===== src/rtl/pool_pkg.sv =====
// Shared types and sizes for the streamed 2x2 max-pooling engine.
package pool_pkg;

  localparam int DATA_W          = 16;
  localparam int POOL_FIFO_DEPTH = 8;

  typedef logic [DATA_W-1:0] pix_t;

endpackage


===== src/rtl/fifo_mem.sv =====
// Register file: synchronous write port, asynchronous read port.
module fifo_mem
  import pool_pkg::*;
#(
  parameter int WIDTH = DATA_W,
  parameter int DEPTH = POOL_FIFO_DEPTH
) (
  input  logic                     clk,
  input  logic                     i_we,
  input  logic [$clog2(DEPTH)-1:0] i_waddr,
  input  logic [WIDTH-1:0]         i_wdata,
  input  logic [$clog2(DEPTH)-1:0] i_raddr,
  output logic [WIDTH-1:0]         o_rdata
);

  logic [WIDTH-1:0] r_mem [DEPTH];

  always_ff @(posedge clk) begin
    if (i_we) r_mem[i_waddr] <= i_wdata;
  end

  assign o_rdata = r_mem[i_raddr];

endmodule


===== src/rtl/fifo.sv =====
// FWFT FIFO carrying partial row maxima between pooling stages.
module fifo
  import pool_pkg::*;
#(
  parameter int WIDTH = DATA_W,
  parameter int DEPTH = POOL_FIFO_DEPTH
) (
  input  logic                     clk,
  input  logic                     reset,
  input  logic                     write,
  input  logic                     read,
  input  logic [WIDTH-1:0]         output_to_fifo,
  output logic [WIDTH-1:0]         input_from_fifo,
  output logic                     full,
  output logic                     empty,
  output logic [$clog2(DEPTH):0]   count,
  output logic                     overflow,
  output logic                     underflow
);

  localparam int AW = $clog2(DEPTH);
  localparam int CW = AW + 1;

  logic [AW-1:0]    r_wr_ptr;
  logic [AW-1:0]    r_rd_ptr;
  logic [CW-1:0]    r_count;
  logic             r_overflow;
  logic             r_underflow;

  logic             w_full;
  logic             w_empty;
  logic             w_push;
  logic             w_pop;
  logic [WIDTH-1:0] w_rdata;

  assign w_full  = (r_count == CW'(DEPTH));
  assign w_empty = (r_count == '0);

  // A push into a full FIFO is fine when the head leaves the same edge.
  assign w_push = write && (!w_full || read);
  assign w_pop  = read && !w_empty;

  fifo_mem #(
    .WIDTH (WIDTH),
    .DEPTH (DEPTH)
  ) u_mem (
    .clk     (clk),
    .i_we    (w_push && !reset),
    .i_waddr (r_wr_ptr),
    .i_wdata (output_to_fifo),
    .i_raddr (r_rd_ptr),
    .o_rdata (w_rdata)
  );

  always_ff @(posedge clk) begin
    if (reset) begin
      r_wr_ptr    <= '0;
      r_rd_ptr    <= '0;
      r_count     <= '0;
      r_overflow  <= 1'b0;
      r_underflow <= 1'b0;
    end else begin
      r_overflow  <= write && w_full && !read;
      r_underflow <= read && w_empty;
      if (w_push) r_wr_ptr <= r_wr_ptr + AW'(1);
      if (w_pop)  r_rd_ptr <= r_rd_ptr + AW'(1);
      if (w_push && !w_pop)
        r_count <= r_count + CW'(1);
      else if (w_pop && !w_push)
        r_count <= r_count - CW'(1);
    end
  end

  assign input_from_fifo = w_empty ? '0 : w_rdata;
  assign full            = w_full;
  assign empty           = w_empty;
  assign count           = r_count;
  assign overflow        = r_overflow;
  assign underflow       = r_underflow;

endmodule


===== config.mk =====
export PLATFORM = sky130hd
export DESIGN_NAME = fifo
export DESIGN_NICKNAME = d
export VERILOG_FILES = /design/src/rtl/pool_pkg.sv /design/src/rtl/fifo_mem.sv /design/src/rtl/fifo.sv
export SDC_FILE = /design/constraint.sdc
export NUM_CORES = 1
export LEC_CHECK = 0
export CAP_MARGIN = 20
export CORE_UTILIZATION = 62
export CTS_BUF_LIST = sky130_fd_sc_hd__clkbuf_16
export DETAILED_ROUTE_END_ITERATION = 6
export GPL_ROUTABILITY_DRIVEN = 0
export PLACE_DENSITY = 0.84
export SKIP_CTS_REPAIR_TIMING = 1
export SYNTH_ARGS = -nofsm -noshare
export SYNTH_HDL_FRONTEND = slang
export SYNTH_SLANG_ARGS = --single-unit

===== constraint.sdc =====
create_clock -name clk -period 5 [get_ports clk]
set_clock_uncertainty 0.15 [all_clocks]
set_input_delay 1 -clock clk [delete_from_list [all_inputs] [get_ports clk]]
set_output_delay 1 -clock clk [all_outputs]
set_load 0.02 [all_outputs]

Yosys cells after proc, flatten, opt, wreduce, memory -nomap -nowiden
Memory sizes are Yosys's and may differ from the RTL's. A register that Yosys moved wholly into a read port is not among the register bits.
Cells that the tools add are included.

cells by class
  reduce and logical (&&, ||, !) cells = 17
  muxes and demuxes = 7
  equality and inequality tests = 1
  add/sub/neg operators = 4

operators with widths
  cell                   number
  $mux W16               1
  $logic_and A1 B1 Y1    8
  $mux W4                2
  $add A3 B1 Y3 const B  2
  $logic_not A1 Y1       6
  $mux W3                2
  $add A4 B1 Y4 const B  1
  $eq A4 B4 Y1 const B   1
  $logic_not A4 Y1       1
  $sub A4 B1 Y4 const B  1
  $mux W1                2
  $reduce_bool A2 Y1     1
  $logic_or A1 B1 Y1     1

word-level totals
  memories = 1
  bits in registers = 12
  output and inout port bits = 24
  memory bits (writable) = 128

memory list
  memory       words  bits a word  rd ports  clocked after memory_dff  write ports  RTL line        text
  u_mem.r_mem  8      16           1         1                         1            fifo_mem.sv:16  logic [WIDTH-1:0] r_mem [DEPTH];

Logic depth before layout (Yosys ltp)
  depth after elaboration = 8
  depth in mapped cells = 9

By module
Synthesis repeated with hierarchy kept, for this count alone.

unflattened totals
  cell total of the unflattened synthesis = 276
  area, all modules = 5685.5 µm²

modules (own cells, without submodules)
  module    cells an instance  seq. area each (µm²)  times used  area an instance (µm²)
  fifo_mem  198                3843.7                1           4973.5
  fifo      78                 240.2                 1           711.9

Worst setup path after synthesis
No wires, ideal clock.

  kind = input to register
  start point = input read
  end point = memory u_mem.r_mem[1][0] (netlist name), enable pin
  buffers on the path = 0
  arrival time = 2.413 ns
  setup slack = 2.028 ns
  setup time = 0.409 ns
  required time = 4.441 ns
  stages on the path = 3
  path through = o21a_4 > nand3b_1 > nor3_1

between the ends
  longest elaborated chain between the ends = 5

ends and longest elaborated chain
  element                        RTL line        text
  from (decl)                    fifo.sv:11      input logic read,
  $logic_or A1 B1 Y1             fifo.sv:40      assign w_push = write && (!w_full || read);
  $logic_and A1 B1 Y1            fifo.sv:40
  $logic_and A1 B1 Y1            fifo.sv:48      .i_we (w_push && !reset),
  $mux W1                        fifo_mem.sv:19  if (i_we) r_mem[i_waddr] <= i_wdata;
  $mux W1 (not written as such)  fifo_mem.sv:19
  to (decl)                      fifo_mem.sv:16

No other way between the ends.

==> metrics <==
run status completed; top post-synthesis cells by area edfxtp_1 69%, mux4_2 13%, dfxtp_1 5.4%; Power Density 518.6 mW/mm2; fmax 247.1 MHz; starting density of the core 63.99%; antenna violations before repair 0; # nets final 369; area share of the largest cell type after synthesis 69.22%; Final Util 77.68%; critical path type reg2out; Clock Path Buffers 2; total grt overflow 0; total track usage between 20% and 30%; Slew Limit Fails 0; DIE AREA 0.009338 mm2; slew of the pin with the lowest slew margin 1009 ps; post-route ant nets 0; CTS Buf Count 17; Final Routed Wirelength 10470 um; via count 2777; Layout Area Growth over Synthesis 21.41%; Setup violations, final 0; maxcap violations 0; clk root buf clkbuf_16; CTS sink cnt 143; Relative slew margins 32.47%; Critical Path Start Type flip-flop; Data arrival, critical path 2900 ps; Mapped Cells around 280; Pre-antenna DRT Iters 4; top cells by count, synth 128 x edfxtp_1, 35 x nor2_1, 32 x mux4_2; Core Box Area 0.008678 mm2; Worst Setup End Kind output pin; number of diodes 0; 1st-iter DRT viols 212; syn_nets a little over 300; Core Rows 34; period utilisation layout 80.92%; CTS tree done; Avg Inst Size Synth about 20 um2; I/O Pins 44; largest net degree at the start of global routing 21; WL/cell 22.56 um; EDFF count, synth 128; FILL cells 485; maximum level of the CTS H-tree 4; Die X 96.64 um; Yosys cell types 31; TNS Setup 0 ps; Hold WC Path Type reg2reg; DPL Wire Length approximately 6300 um; Synth area leader edfxtp_1; post-synthesis sequential area ratio 74.63%; most common cell in the synthesized netlist edfxtp_1; required time worst endpoint 3850 ps; asr flop ratio synth 0%; Max VDD drop roughly 330 uV; Crit Path Max Fanout 17; vias in the first global route just over 3000; Design Power 3.496 mW; unrepaired setup endpoints after global routing no; Clock Latency Late Sink 410 ps; Vias/cell 5.985; Mapped Area between 0.005 and 0.006 mm2; total of warnings raised by yosys 0; crit path time final 4046 ps; top_reg_cell synth edfxtp_1; final count of hold timing violations 0; first-pass GRT wire length 16770 um; Leak about 2.2 nW; synthesized flop and latch total between 100 and 150; CTS clk-pin slew, worst paths 60 ps; share of cells above drive strength 1 23.60%; residual DRC count 0; Port Buffer Count 43; Vert. Die Dim a little under 100 um
==> flip-flops by register name, indices dropped and copies added (netlist names), named ones only <==
name / count
count: 4
overflow: 1
r_rd_ptr: 3
r_wr_ptr: 3
u_mem.r_mem: 128
underflow: 1
==> placed cells by master, fill, tap and decap left out <==
| cell | Yosys | routed |
|---|---|---|
| xnor2_1 | 1 | 1 |
| clkinvlp_4 | 0 | 6 |
| nor3_2 | 0 | 2 |
| nand2b_1 | 4 | 4 |
| ha_1 | 5 | 5 |
| nor2b_1 | 1 | 1 |
| bufinv_16 | 0 | 1 |
| dfxtp_2 | 0 | 1 |
| edfxtp_1 | 128 | 128 |
| a31oi_1 | 1 | 1 |
| nand3_1 | 1 | 1 |
| clkinv_1 | 0 | 1 |
| buf_4 | 3 | 14 |
| mux2i_1 | 19 | 19 |
| or4b_4 | 1 | 1 |
| clkinv_2 | 0 | 3 |
| xor2_1 | 4 | 4 |
| nand3b_1 | 2 | 2 |
| o21a_4 | 1 | 1 |
| mux4_2 | 32 | 32 |
| nor4_2 | 0 | 1 |
| a211oi_1 | 1 | 1 |
| dfxtp_1 | 15 | 14 |
| o21ai_1 | 1 | 1 |
| buf_8 | 0 | 1 |
| mux2_2 | 1 | 1 |
| nor2_1 | 35 | 35 |
| a21oi_1 | 2 | 2 |
| clkbuf_16 | 0 | 17 |
| fa_1 | 1 | 1 |
| clkinv_4 | 0 | 2 |
| o211ai_1 | 1 | 1 |
| and3b_1 | 1 | 1 |
| inv_6 | 0 | 1 |
| clkdlybuf4s50_1 | 0 | 43 |
| nor4b_1 | 1 | 1 |
| inv_1 | 2 | 3 |
| nand2_1 | 2 | 2 |
==> power by group <==
| part | total (mW) | internal, mW | leakage [nW] | switching (mW) |
|---|---|---|---|---|
| combinational | 0.901 | 0.481 | 0.660 | 0.421 |
| clock | 1.14 | 0.678 | 0.256 | 0.465 |
| sequential | 1.45 | 1.36 | 1.28 | 0.0955 |
==> final cells by class <==
type / count / area, um2 / area share (%)
flip-flops and latches: 143 / 4145 / 61.49
multi-input cells: 121 / 1354 / 20.08
repair buffers: 58 / 550.5 / 8.166
clock buffers: 17 / 425.4 / 6.310
well taps: 108 / 135.1 / 2.004
clock inverters: 15 / 123.9 / 1.837
inverters: 2 / 7.507 / 0.1114
==> critical path, cell delays in order (launching register included) <==
cell	delay, ps
dfxtp_1	930
buf_4	410
mux4_2	360
mux2i_1	180
nor2_1	50
clkdlybuf4s50_1	540
==> worst paths after layout <==
path                         to  slack (ps)   startpoint  cells past startpoint
max          input_from_fifo[3]         950    flip-flop                      5
min                 r_wr_ptr[0]         350  r_wr_ptr[0]                      2
max reg2reg            count[3]        2080     count[1]                      9
min reg2reg         r_wr_ptr[0]         350  r_wr_ptr[0]                      2
==> cells by family after synthesis <==
| logic type | synth area share, % |
|---|---|
| flip-flops | 74.63 |
| multiplexers | 16.61 |
| AND/OR/NAND/NOR | 4.281 |
| buffers and inverters | 1.284 |
| XOR/XNOR | 0.7886 |
| adder cells (fa/ha/maj) | 1.487 |
| AO/OA/AOI/OAI | 0.9239 |
==> per-stage QoR <==
stage	cells	hold WS, ps	worst slack [ps]	cell area (um2)
floorplan	279	322.0	2028	5553
global placement	431	336.0	1436	6177
detailed placement	431	342.9	1426	6177
CTS	463	350.7	921.2	6726
global route	464	374.1	821.6	6741
finish	464	350.9	953.8	6741
==> per-layer routing <==
| layer | vias up | track usage (%) | share of wire (%) |
|---|---|---|---|
| li1 | 1244 | - | - |
| met1 | 1412 | 31.54 | 40 |
| met2 | 98 | 41.06 | 53 |
| met3 | 23 | 7.009 | 5.7 |
| met4 | 0 | 10.68 | 2.1 |
| met5 | - | 0 | 0 |
No activity file was read; power rests on OpenSTA's default activity.
